--- config.mk ---
export PLATFORM = sky130hd
export DESIGN_NAME = q_loop_sequencer
export DESIGN_NICKNAME = d
export VERILOG_FILES = /design/src/rtl/q_loop_sequencer.sv
export SDC_FILE = /design/constraint.sdc
export NUM_CORES = 1
export LEC_CHECK = 0
export CAP_MARGIN = 40
export CORE_ASPECT_RATIO = 0.5
export CORE_MARGIN = 4
export CORE_UTILIZATION = 30
export DETAILED_ROUTE_END_ITERATION = 12
export SLEW_MARGIN = 25
export SYNTH_ARGS = -nofsm -noshare
export SYNTH_HDL_FRONTEND = slang
export SYNTH_SLANG_ARGS = --single-unit
--- constraint.sdc ---
create_clock -name clk -period 5.84 [get_ports clk]
set_input_delay 1.168 -clock clk [delete_from_list [all_inputs] [get_ports clk]]
set_output_delay 1.168 -clock clk [all_outputs]
set_load 0.01 [all_outputs]
--- src/rtl/q_loop_sequencer.sv ---
`timescale 1ns/1ps
// Q control loop measurement sequencer: paces measurement starts after i_ref
// settling, supervises completion with a timeout, and declares lock.
//
// state    | meaning
// ---------+-----------------------------------------------------------
// S_IDLE   | loop disabled, waiting for enable
// S_SETTLE | counting down stable-i_ref cycles, restarts on i_ref change
// S_START  | one-cycle start pulse to the measurement front end
// S_WAIT   | waiting for ready, bounded by the timeout counter
// S_EVAL   | compare captured Q against setpoint, update lock tracking
// S_FAULT  | measurement timed out, held until enable drops
module q_loop_sequencer #(
   parameter int BUS_WIDTH      = 10,
   parameter int SETTLE_CYCLES  = 16,
   parameter int TIMEOUT_CYCLES = 255,
   parameter int TOL            = 1,
   parameter int LOCK_COUNT     = 4,
   parameter int CNT_WIDTH      = 8
) (
   input  logic                 clk,
   input  logic                 rst,
   input  logic                 enable,
   input  logic                 ready,
   input  logic [BUS_WIDTH-1:0] i_ref,
   input  logic [BUS_WIDTH-1:0] q_measured,
   input  logic [BUS_WIDTH-1:0] q_desired,
   output logic                 start,
   output logic                 busy,
   output logic                 locked,
   output logic                 timeout_err,
   output logic [CNT_WIDTH-1:0] meas_count
);

   localparam int TMR_MAX = (SETTLE_CYCLES > TIMEOUT_CYCLES) ? SETTLE_CYCLES : TIMEOUT_CYCLES;
   localparam int TMR_W   = (TMR_MAX < 2) ? 1 : $clog2(TMR_MAX + 1);
   localparam int LCK_W   = (LOCK_COUNT < 2) ? 1 : $clog2(LOCK_COUNT + 1);

   localparam logic [TMR_W-1:0] SETTLE_LD  = TMR_W'(SETTLE_CYCLES);
   localparam logic [TMR_W-1:0] TIMEOUT_LD = TMR_W'(TIMEOUT_CYCLES);
   localparam logic [LCK_W-1:0] LOCK_MAX   = LCK_W'(LOCK_COUNT);
   localparam logic [31:0]      TOL_U      = 32'(TOL);

   typedef enum logic [2:0] {
      S_IDLE, S_SETTLE, S_START, S_WAIT, S_EVAL, S_FAULT
   } state_t;

   state_t               state;
   logic [TMR_W-1:0]     timer;
   logic [BUS_WIDTH-1:0] shadow;
   logic [BUS_WIDTH-1:0] q_cap;
   logic [LCK_W-1:0]     lock_cnt;

   // One extra bit so the absolute difference never wraps.
   logic [BUS_WIDTH:0] q_a, q_b, diff;
   logic               in_tol;
   logic [LCK_W-1:0]   lock_inc;

   assign q_a      = {1'b0, q_cap};
   assign q_b      = {1'b0, q_desired};
   assign diff     = (q_a >= q_b) ? (q_a - q_b) : (q_b - q_a);
   assign in_tol   = (32'(diff) <= TOL_U);
   assign lock_inc = (lock_cnt == LOCK_MAX) ? lock_cnt : lock_cnt + 1'b1;

   always_ff @(posedge clk) begin
      if (!rst) begin
         state       <= S_IDLE;
         timer       <= '0;
         shadow      <= '0;
         q_cap       <= '0;
         lock_cnt    <= '0;
         start       <= 1'b0;
         busy        <= 1'b0;
         locked      <= 1'b0;
         timeout_err <= 1'b0;
         meas_count  <= '0;
      end else begin
         start <= 1'b0;
         if (!enable) begin
            state       <= S_IDLE;
            busy        <= 1'b0;
            locked      <= 1'b0;
            lock_cnt    <= '0;
            timeout_err <= 1'b0;
         end else begin
            case (state)
               S_IDLE: begin
                  // busy follows one edge later than the enable acceptance
                  busy   <= 1'b0;
                  shadow <= i_ref;
                  if (SETTLE_CYCLES == 0) begin
                     state <= S_START;
                     start <= 1'b1;
                     timer <= TIMEOUT_LD;
                  end else begin
                     state <= S_SETTLE;
                     timer <= SETTLE_LD;
                  end
               end
               S_SETTLE: begin
                  busy <= 1'b1;
                  if (i_ref != shadow) begin
                     shadow <= i_ref;
                     timer  <= SETTLE_LD;
                  end else if (timer == '0) begin
                     state <= S_START;
                     start <= 1'b1;
                     timer <= TIMEOUT_LD;
                  end else begin
                     timer <= timer - 1'b1;
                  end
               end
               S_START: begin
                  busy  <= 1'b1;
                  state <= S_WAIT;
               end
               S_WAIT: begin
                  if (ready) begin
                     busy  <= 1'b1;
                     q_cap <= q_measured;
                     state <= S_EVAL;
                  end else if (timer == TMR_W'(1)) begin
                     busy        <= 1'b0;
                     state       <= S_FAULT;
                     timeout_err <= 1'b1;
                     locked      <= 1'b0;
                     lock_cnt    <= '0;
                  end else begin
                     busy  <= 1'b1;
                     timer <= timer - 1'b1;
                  end
               end
               S_EVAL: begin
                  busy <= 1'b1;
                  if (meas_count != '1)
                     meas_count <= meas_count + 1'b1;
                  if (in_tol) begin
                     lock_cnt <= lock_inc;
                     locked   <= (lock_inc == LOCK_MAX);
                  end else begin
                     lock_cnt <= '0;
                     locked   <= 1'b0;
                  end
                  state  <= S_SETTLE;
                  shadow <= i_ref;
                  timer  <= SETTLE_LD;
               end
               S_FAULT: begin
                  busy        <= 1'b0;
                  locked      <= 1'b0;
                  timeout_err <= 1'b1;
               end
               default: begin
                  busy  <= 1'b0;
                  state <= S_IDLE;
               end
            endcase
         end
      end
   end

endmodule

# Word-level counts from Yosys, hierarchy flattened
# Cells that the tools add are included.
[word_totals]
reg_bits = 46
latchBits = 0
ramBits = 0
rom_bits = 0
inputBits = 34
out_inout_bits = 12
word_cells = 86
memories = 0
[op_classes]
addsub = 5
multipliers = 0
div = 0
order_cmp = 2
eq_ne = 17
n_shift = 0
mux = 29
bitwise = 4
reduce_logical = 19
[op_table]
columns = ["cell", "count"]
rows = [
  ["$mux W8", 4],
  ["$mux W3", 8],
  ["$pmux W8 S3", 1],
  ["$sub A10 B10 Y11", 2],
  ["$pmux W10 S2", 1],
  ["$reduce_and A3 Y1", 6],
  ["$pmux W3 S5", 1],
  ["$eq A3 B3 Y1 const B", 4],
  ["$ne A2 B2 Y1 const B", 6],
  ["$le A11 B1 Y1 const B", 1],
  ["$mux W11", 1],
  ["$ge A10 B10 Y1", 1],
  ["$mux W10", 1],
  ["$ne A10 B10 Y1", 1],
  ["$add A8 B1 Y8 const B", 1],
  ["$eq A8 B1 Y1 const B", 1],
  ["$logic_not A8 Y1", 1],
  ["$mux W1", 8],
  ["$ne A8 B8 Y1 const B", 1],
  ["$reduce_and A4 Y1", 2],
  ["$sub A8 B1 Y8 const B", 1],
  ["$eq A3 B2 Y1 const B", 2],
  ["$pmux W3 S2", 1],
  ["$reduce_bool A2 Y1", 3],
  ["other kinds (12)", 17],
]

# Depth between registers and ports, before layout
# Gate-level depths: netlist of the first run.
[logic_depth]
word_depth = 5
mapped_depth = 12

# Worst setup path before layout of the first run
# No wires, ideal clock.
[synth_timing]
kind = "input-to-reg"
start = "in q_desired[0]"
end = "reg lock_cnt[1]"
arrival_ns = 3.402
slack_ns = 2.362
stages = 10
path_buffers = 0
cell_sequence = "inv_1 > ha_1 > inv_1 > fa_1 > or4_4 > a2111oi_4 > nand4_2 > o32ai_4 > nand4_1 > a31oi_1"
[synth_via]
elab_chain_cells = 5
word_cells_on_any_way = 7
[synth_lines]
columns = ["element", "line_no", "rtl"]
rows = [
  ["from (decl)", "27", "input logic [BUS_WIDTH-1:0] q_desired,"],
  ["$sub A10 B10 Y11 / $ge A10 B10 Y1 (equally long branches)", "61", "assign diff = (q_a >= q_b) ? (q_a - q_b) : (q_b - q_a);"],
  ["$mux W11 (*)", "61", ""],
  ["$le A11 B1 Y1 (*)", "62", "assign in_tol = (32'(diff) <= TOL_U);"],
  ["$mux W3 (*)", "137", "if (in_tol) begin"],
  ["$pmux W3 S2 (*)", "86", "case (state)"],
  ["to (signal assigned)", "138", "lock_cnt <= lock_inc;"],
  ["to (decl)", "52", "logic [LCK_W-1:0] lock_cnt;"],
]
# Mark *: on every way between the ends. The rest lies on a longest branch, timed or not.
# A chain may end at the register's enable or synchronous reset.

# Worst setup path in the final report of the first run
# Ends and elaborated chain as after synthesis.

==> results of run 1 <==
## cell families (layout without fill, tap and decap cells)
kind of cell / Yosys count / count (layout) / share of synthesized area
xor+xnor: 27 / 27 / 0.0720
fa+ha+maj: 27 / 27 / 0.107
flops: 46 / 46 / 0.280
mux: 26 / 26 / 0.0796
simple gates: 138 / 138 / 0.229
compound gates: 82 / 82 / 0.167
buf+inv: 51 / 87 / 0.0648
## power by group
group	switching, mW	internal, mW	total [mW]
Clock	0.121	0.169	0.290
Combinational	0.0538	0.0556	0.109
Sequential	0.00590	0.320	0.326
## cell usage in the layout (no fill, tap or decap), types with 3 or more instances in the layout
cell type	instances
sky130_fd_sc_hd__dfxtp_1	46
sky130_fd_sc_hd__clkdlybuf4s50_1	45
sky130_fd_sc_hd__inv_1	33
sky130_fd_sc_hd__nand2_1	31
sky130_fd_sc_hd__nor2b_1	27
sky130_fd_sc_hd__mux2i_1	25
sky130_fd_sc_hd__a21oi_1	25
sky130_fd_sc_hd__ha_1	25
sky130_fd_sc_hd__nor2_1	21
sky130_fd_sc_hd__xnor2_1	19
sky130_fd_sc_hd__o21ai_0	17
sky130_fd_sc_hd__nand3_1	12
sky130_fd_sc_hd__xor2_1	8
sky130_fd_sc_hd__nor3_1	8
sky130_fd_sc_hd__nand4_1	7
sky130_fd_sc_hd__and2_1	6
sky130_fd_sc_hd__a31oi_1	6
sky130_fd_sc_hd__a21boi_0	5
sky130_fd_sc_hd__clkbuf_16	5
sky130_fd_sc_hd__nor4_1	4
sky130_fd_sc_hd__a21o_1	4
sky130_fd_sc_hd__and3_1	3
sky130_fd_sc_hd__o21ai_1	3
sky130_fd_sc_hd__a22oi_1	3
## area by class of cell
type                    count  share of cell area
clock inverters             2             0.00314
clock buffers               6              0.0349
multi-input cells         300               0.540
well taps                 140              0.0440
flip-flops and latches     46               0.231
inverters                  33              0.0311
repair buffers             46               0.115
## registers in the layout, summed over array words and instances (netlist names), 3 cells and up
name and count:
meas_count 8, q_cap 10, lock_cnt 3, shadow 10, timer 8, state 3
## how the worst max path moves through the flow
stage / from / to / slack, ns
2_1_floorplan: q_desired[0] / lock_cnt[1]$_SDFFE_PN0P_ / 2.36
3_3_place_gp: q_desired[0] / lock_cnt[1]$_SDFFE_PN0P_ / 1.74
3_5_place_dp: q_desired[0] / lock_cnt[1]$_SDFFE_PN0P_ / 1.67
4_1_cts: q_desired[0] / lock_cnt[1]$_SDFFE_PN0P_ / 1.99
5_1_grt: q_desired[1] / lock_cnt[1]$_SDFFE_PN0P_ / 1.80
6_report: q_desired[0] / lock_cnt[1]$_SDFFE_PN0P_ / 2.01
## per-layer routing
metal / part of all wire / global-route usage / up-vias / wire length, um
met3: 0.033 / 0.0268 / 7 / 236
met2: 0.48 / 0.203 / 42 / 3410
met1: 0.47 / 0.141 / 1300 / 3400
met4: 0.016 / 0.0402 / 0 / 113
met5: 0 / 0 / - / 0
li1: - / - / 1445 / -
## critical path, delay by kind of cell
family / cells / cell delay [ns]
AOI/OAI and AO/OA: 3 / 0.85
adders and majority gates: 2 / 0.61
buffers and inverters: 3 / 0.62
and+or+nand+nor: 3 / 0.82
## through the flow
stage | power (mW) | utilization
after CTS | 0.736 | 0.381
after detailed placement | 0.443 | 0.367
after global placement | 0.443 | 0.367
after global routing | 0.763 | 0.381
after floorplan | 0.403 | -
final | 0.726 | 0.381
==> impl_table.tex, run 1 <==
\begin{tabular}{lr}
\hline
Metric & Value \\
\hline
\multicolumn{2}{l}{\textbf{Synth}} \\
\quad Sequential fraction of the synthesis area & 0.280 \\
\quad Number of enable flip-flop cells after synthesis & 0 \\
\quad Area of the mapped netlist & 3280 um\^{}2 \\
\quad Number of synthesis warnings & 0 \\
\quad Register bit count reported by yosys & 46 \\
\quad Cell count after synthesis & 397 \\
\quad Fraction of synthesized cell area taken by the top area cell type & 0.280 \\
\quad Synth area leader & sky130\_fd\_sc\_hd\_\_dfxtp\_1 \\
\quad Proportion of synthesized flip-flops having asynchronous set or reset & 0 \\
\quad Top post-synthesis cells by area & sky130\_fd\_sc\_hd\_\_dfxtp\_1 (28\%), sky130\_fd\_sc\_hd\_\_ha\_1 (9.5\%), sky130\_fd\_sc\_hd\_\_mux2i\_1 (7.6\%), sky130\_fd\_sc\_hd\_\_nor2b\_1 (5.1\%), sky130\_fd\_sc\_hd\_\_xnor2\_1 (5.1\%) \\
\quad Syn Area/Cell & 8.27 um\^{}2 \\
\quad Number of distinct standard cells referenced by the synthesized netlist & 58 \\
\quad Top cells by instance count after synthesis & sky130\_fd\_sc\_hd\_\_dfxtp\_1 (46), sky130\_fd\_sc\_hd\_\_inv\_1 (33), sky130\_fd\_sc\_hd\_\_nand2\_1 (31) \\
\quad Cell with the most instances after synthesis & sky130\_fd\_sc\_hd\_\_dfxtp\_1 \\
\quad Commonest register cell after synthesis & sky130\_fd\_sc\_hd\_\_dfxtp\_1 \\
\quad Net Count, Synth & 458 \\
\multicolumn{2}{l}{\textbf{Clocking}} \\
\quad Clock Sinks & 46 \\
\quad Hold buffers post-CTS & 0 \\
\quad TritonCTS Buffers & 5 \\
\quad Clock buffer depth & 2 \\
\quad Clock tree from TritonCTS & built \\
\quad Clock-pin slew on the worst setup and hold paths & 0.06 ns \\
\quad Count of instances resized after the clock tree is built & 0 \\
\quad Number of buffers inserted to repair setup after CTS & 0 \\
\quad Skew-Pair Late Insertion Delay & 0.29 ns \\
\quad Maximum level of the CTS H-tree & 2 \\
\quad Root buf cell & sky130\_fd\_sc\_hd\_\_clkbuf\_16 \\
\multicolumn{2}{l}{\textbf{Floorplanning}} \\
\quad Die Width & 156 um \\
\quad Row count & 26 \\
\quad Y dimension of the die & 82.0 um \\
\quad Initial core utilization & 0.315 \\
\quad Placeable core region & 10400 um\^{}2 \\
\quad Die area & 12800 um\^{}2 \\
\quad Boundary pin count & 46 \\
\multicolumn{2}{l}{\textbf{Placed design}} \\
\quad Global placement routability congestion & 0.845 \\
\quad Placed instance area & 3830 um\^{}2 \\
\quad DP Wirelength & 5510 um \\
\quad Worst setup timing slack at the placement stage & 1.67 ns \\
\quad Buffers added on ports & 45 \\
\quad Placed cell count & 565 \\
\multicolumn{2}{l}{\textbf{Routing}} \\
\quad Post-detailed-route DRC marker count & 0 \\
\quad Routed Wire Length & 7160 um \\
\quad Per-cell routed wire length & 12.5 um \\
\quad Via total after detailed routing & 2794 \\
\quad DR iter-0 viols & 120 \\
\quad Count of antenna-violating nets left after detailed routing & 0 \\
\quad Via density & 4.88 \\
\quad Initial DRT Pass Iterations & 4 \\
\multicolumn{2}{l}{\textbf{Timing}} \\
\quad Final-layout worst hold slack & 0.485 ns \\
\quad Slew @ Worst Pin & 0.798 ns \\
\quad Number of pins with negative max-slew slack in the final report & 0 \\
\quad Sum of negative setup slack & 0 ns \\
\quad Number of failing hold endpoints at the final stage & 0 \\
\quad Final worst slack & 2.01 ns \\
\quad Max Clock Skew & 0.00426 ns \\
\quad Setup repair after global routing missed its margin & no \\
\quad Number of setup violations in the final report & 0 \\
\quad Final period utilization & 0.656 \\
\quad Highest clock rate & 261 MHz \\
\quad Normalized max-slew margin & 0.466 \\
\quad Minimum clock period & 3.83 ns \\
\multicolumn{2}{l}{\textbf{Cells and area}} \\
\quad P\&R area growth vs syn & 21.2\% \\
\quad Non-filler instance count after layout & 573 \\
\quad Footprint of the multi-input gates & 2150 um\^{}2 \\
\quad Area taken by flip-flops and latches & 921 um\^{}2 \\
\quad Share of cells above drive strength 1 & 0.0439 \\
\quad Diode count & 0 \\
\quad Total non-filler cell area in the finished layout & 3980 um\^{}2 \\
\quad Fillers & 1090 \\
\quad Final \#Nets & 493 \\
\multicolumn{2}{l}{\textbf{Critical path}} \\
\quad Path depth of the worst reg2reg path & 12 \\
\quad Required time at the endpoint of the critical path & 6.06 ns \\
\quad Ordered cell list for the critical path & clkdlybuf4s50\_1, inv\_1, ha\_1, inv\_1, fa\_1, or4\_4, a2111oi\_4, nand4\_2, o32ai\_4, nand4\_1, a31oi\_1 \\
\quad CP endpoint kind & register \\
\quad Startpoint Class & input port \\
\quad Terminus of the critical flop-to-flop path & lock\_cnt[1]\$\_SDFFE\_PN0P\_ \\
\quad Setup Crit Path Kind & input port to register \\
\quad Arrival time at the worst endpoint & 4.05 ns \\
\quad Worst reg2reg setup slack & 3.01 ns \\
\quad Critical Path Fanout Max & 6 \\
\quad Most used cell along the critical path & sky130\_fd\_sc\_hd\_\_inv\_1 \\
\quad Longest individual stage delay on the worst path & 0.53 ns \\
\quad Cell with the biggest individual delay on the critical path & sky130\_fd\_sc\_hd\_\_or4\_4 \\
\quad Crit Reg-Reg Startpoint & q\_cap[0]\$\_SDFFE\_PN0P\_ \\
\multicolumn{2}{l}{\textbf{Flow run}} \\
\quad Number of max-cap violations & 0 \\
\multicolumn{2}{l}{\textbf{Power}} \\
\quad Pwr per Cell Area & 182 nW/um\^{}2 \\
\quad Leakage Power & 1.47 nW \\
\quad Worst IR drop on VDD & 0.101 mV \\
\multicolumn{2}{l}{\textbf{Worst hold path}} \\
\quad Number of cells on the worst hold path & 2 \\
\quad Startpoint of the most critical hold path & timeout\_err\$\_SDFFE\_PN0P\_ \\
\quad Tightest Hold Check Type & register to register \\
\quad Hold-critical path endpoint & timeout\_err\$\_SDFFE\_PN0P\_ \\
\multicolumn{2}{l}{\textbf{GRT}} \\
\quad Initial antenna violation count & 0 \\
\quad Global-route total usage across every layer & 0.116 \\
\quad Pin count of the biggest net entering global routing & 37 \\
\quad Total gr overflow & 0 \\
\quad Vias in the first global route & 2612 \\
\quad Wire length of the first global-routing pass & 12100 um \\
\multicolumn{2}{l}{\textbf{Outcome}} \\
\quad Status & completed \\
\hline
\end{tabular}
Power figures use the tool's default switching activity.
==> inputs of run 2 (changes only) <==
- clock period: 5.84 -> 3.9 ns (I/O delays scaled with it)
==> run 2 against run 1 <==
Sequential cell count is the same. Power grew 50%. Design area grew 0.38%. Worst hold slack lost 0.0084 ns. Wire length shrank 1.1%. Combinational power grew 51%. Sequential power grew 50%. Clock power grew 50%. Via count shrank 0.68%. Critical endpoint unchanged.
==> impl_table.tex, run 2 (synthesized netlist as in run 1, its figures left out) <==
\begin{tabular}{lr}
\hline
Metric & Value \\
\hline
\multicolumn{2}{l}{\textbf{Timing}} \\
\quad Setup repair after global routing missed its margin & no \\
\quad Normalized max-slew margin & 0.533 (+0.0664) \\
\quad Max Clock Skew & 0.00623 ns (+0.00196 ns) \\
\quad Number of failing hold endpoints at the final stage & 0 (unchanged) \\
\quad Slew @ Worst Pin & 0.700 ns (-0.0980 ns) \\
\quad Highest clock rate & 289 MHz \\
\quad Number of pins with negative max-slew slack in the final report & 0 (unchanged) \\
\quad Number of setup violations in the final report & 0 (unchanged) \\
\quad Sum of negative setup slack & 0 ns (unchanged) \\
\quad Minimum clock period & 3.46 ns \\
\quad Final period utilization & 0.887 \\
\multicolumn{2}{l}{\textbf{Cells and area}} \\
\quad Final \#Nets & 495 (+0.41\%) \\
\quad Largest registers & q\_cap: 10 flops, shadow: 10 flops \\
\quad Final core utilization & 0.383 (+0.00144) \\
\quad Most used cells in the layout excluding fill and tap cells & sky130\_fd\_sc\_hd\_\_dfxtp\_1 (46), sky130\_fd\_sc\_hd\_\_clkdlybuf4s50\_1 (45), sky130\_fd\_sc\_hd\_\_inv\_1 (33) \\
\quad Share of cells above drive strength 1 & 0.0460 (+0.00210) \\
\quad Diode count & 0 (unchanged) \\
\quad Footprint of the multi-input gates & 2150 um\^{}2 (unchanged) \\
\quad Fillers & 1085 (-0.46\%) \\
\quad Non-filler instance count after layout & 575 (+0.35\%) \\
\quad Most common cell after layout, fill and taps aside & sky130\_fd\_sc\_hd\_\_dfxtp\_1 \\
\quad Area taken by flip-flops and latches & 921 um\^{}2 (unchanged) \\
\quad P\&R area growth vs syn & 21.6\% \\
\multicolumn{2}{l}{\textbf{Power}} \\
\quad Pwr per Cell Area & 273 nW/um\^{}2 (+49\%) \\
\quad Comb pwr share & 0.151 (about the same) \\
\quad Switching power & 0.267 mW (+48\%) \\
\quad Leakage Power & 1.48 nW (+0.77\%) \\
\quad Switch share & 0.246 (-0.00319) \\
\quad Overall power after layout & 1.09 mW (+50\%) \\
\quad Internal & 0.821 mW (+51\%) \\
\quad Sequential share of power & 0.448 (about the same) \\
\quad Clock power frac & 0.400 (about the same) \\
\quad Worst IR drop on VDD & 0.157 mV (+56\%) \\
\multicolumn{2}{l}{\textbf{Placed design}} \\
\quad Global placement routability congestion & 0.868 (+2.7\%) \\
\quad Placed cell count & 567 (+0.35\%) \\
\quad DP Wirelength & 5620 um (+1.9\%) \\
\quad Buffers added on ports & 45 (unchanged) \\
\multicolumn{2}{l}{\textbf{Clocking}} \\
\quad Clock tree from TritonCTS & built \\
\quad Hold buffers post-CTS & 0 (unchanged) \\
\quad Maximum level of the CTS H-tree & 2 (unchanged) \\
\quad Clock buffer depth & 2 (unchanged) \\
\quad Clock Sinks & 46 (unchanged) \\
\quad Number of buffers inserted to repair setup after CTS & 0 (unchanged) \\
\quad Count of instances resized after the clock tree is built & 0 (unchanged) \\
\quad Root buf cell & sky130\_fd\_sc\_hd\_\_clkbuf\_16 \\
\quad Clock-pin slew on the worst setup and hold paths & 0.06 ns (about the same) \\
\quad TritonCTS Buffers & 5 (unchanged) \\
\quad Skew-Pair Late Insertion Delay & 0.29 ns (about the same) \\
\multicolumn{2}{l}{\textbf{Critical path}} \\
\quad Longest individual stage delay on the worst path & 0.54 ns (about the same) \\
\quad Cell with the biggest individual delay on the critical path & sky130\_fd\_sc\_hd\_\_or4\_4 \\
\quad Critical path launch point & q\_desired[0] \\
\quad Most used cell along the critical path & sky130\_fd\_sc\_hd\_\_inv\_1 \\
\quad Startpoint Class & input port \\
\quad Ordered cell list for the critical path & clkdlybuf4s50\_1, inv\_1, ha\_1, inv\_1, fa\_1, or4\_4, a2111oi\_4, nand4\_2, o32ai\_4, nand4\_1, a31oi\_1 \\
\quad Required time at the endpoint of the critical path & 4.11 ns (-1.95 ns) \\
\quad Crit Reg-Reg Startpoint & q\_cap[0]\$\_SDFFE\_PN0P\_ \\
\quad Delay-heaviest family, CP & simple AND/OR/NAND/NOR gates \\
\quad Crit path buf inv count & 3 (unchanged) \\
\quad Setup Crit Path Kind & input port to register \\
\quad CP endpoint kind & register \\
\quad Arrival time at the worst endpoint & 3.67 ns (-0.38 ns) \\
\quad Critical Path Fanout Max & 6 (unchanged) \\
\multicolumn{2}{l}{\textbf{Floorplanning}} \\
\quad Boundary pin count & 46 (unchanged) \\
\quad Die area & 12800 um\^{}2 (unchanged) \\
\quad Die Width & 156 um (unchanged) \\
\quad Placeable core region & 10400 um\^{}2 (unchanged) \\
\quad Initial core utilization & 0.315 (unchanged) \\
\quad Y dimension of the die & 82.0 um (unchanged) \\
\quad Row count & 26 (unchanged) \\
\multicolumn{2}{l}{\textbf{Routing}} \\
\quad Met3 WL & 205 um (-13\%) \\
\quad Per-cell routed wire length & 12.3 um (-1.5\%) \\
\quad Detailed route wirelength on metal2 & 3320 um (-2.7\%) \\
\quad Via total after detailed routing & 2775 (-0.68\%) \\
\quad Initial DRT Pass Iterations & 5 (+1) \\
\quad Count of antenna-violating nets left after detailed routing & 0 (unchanged) \\
\quad Via density & 4.83 (-1.0\%) \\
\quad Routed Wire Length & 7080 um (-1.1\%) \\
\quad Post-detailed-route DRC marker count & 0 (unchanged) \\
\quad Met1 wire length & 3440 um (+1.2\%) \\
\quad DR iter-0 viols & 193 (+61\%) \\
\quad Highest metal layer with signal wires & met4 \\
\multicolumn{2}{l}{\textbf{Worst hold path}} \\
\quad Startpoint of the most critical hold path & timeout\_err\$\_SDFFE\_PN0P\_ \\
\quad Tightest Hold Check Type & register to register \\
\multicolumn{2}{l}{\textbf{Flow run}} \\
\quad Number of max-cap violations & 0 (unchanged) \\
\multicolumn{2}{l}{\textbf{Outcome}} \\
\quad Status & completed \\
\multicolumn{2}{l}{\textbf{GRT}} \\
\quad Vias in the first global route & 2753 (+5.4\%) \\
\quad Total gr overflow & 0 (unchanged) \\
\quad Pin count of the biggest net entering global routing & 30 (-19\%) \\
\quad Wire length of the first global-routing pass & 12100 um (+0.52\%) \\
\quad Initial antenna violation count & 0 (unchanged) \\
\quad Global-route total usage across every layer & 0.114 (-0.00118) \\
\hline
\end{tabular}
run 2: changes by cell type in the layout (fill, tap and decap cells not counted):
cell / change
sky130_fd_sc_hd__inv_6: +1
sky130_fd_sc_hd__clkinvlp_4: -1
sky130_fd_sc_hd__clkinv_2: -1
sky130_fd_sc_hd__clkbuf_1: +1
sky130_fd_sc_hd__buf_4: +2
run 2: area by class of cell:
| class | count | share of cell area |
|---|---|---|
| clock inverter | 1 | 0.00219 |
| inverter | 33 | 0.0310 |
| clock buffer | 7 | 0.0357 |
| multi-input combinational | 300 | 0.538 |
| sequential | 46 | 0.231 |
| tap | 140 | 0.0438 |
| timing repair buffer | 48 | 0.118 |
run 2: layer usage:
metal,vias to the layer above,GRT usage
li1,1443,-
met2,36,0.205
met3,9,0.0200
met1,1287,0.141
met5,-,0
met4,0,0.0367
run 2: worst paths after layout:
path / to / slack, ns / depth (start not counted)
setup / recovery: lock_cnt[1]$_SDFFE_PN0P_ / 0.44 / 11
hold / removal: timeout_err$_SDFFE_PN0P_ / 0.48 / 2
setup reg to reg: lock_cnt[1]$_SDFFE_PN0P_ / 1.09 / 10
hold reg to reg: timeout_err$_SDFFE_PN0P_ / 0.48 / 2
run 2: worst min-delay path, cell delays in order (launching register included):
cell	delay (ns)
sky130_fd_sc_hd__dfxtp_1	0.33
sky130_fd_sc_hd__a21oi_1	0.04
sky130_fd_sc_hd__nor2_1	0.07
run 2: power by group through the flow:
stage | logic (mW) | registers, mW | clock network [mW]
3_5_place_dp | 0.166 | 0.499 | 0
6_report | 0.165 | 0.488 | 0.436
3_3_place_gp | 0.166 | 0.498 | 0
4_1_cts | 0.166 | 0.488 | 0.446
5_1_grt | 0.184 | 0.489 | 0.464
2_1_floorplan | 0.109 | 0.495 | 0
run 2: metrics by stage:
stage                     setup WS (ns)  instance area (um^2)  hold slack [ns]
final                             0.441                  4000            0.477
after global routing              0.249                  4000            0.505
after CTS                         0.430                  4000            0.486
after detailed placement          0.139                  3840            0.471
after global placement            0.191                  3840            0.459
after floorplan                   0.810                  3280            0.449
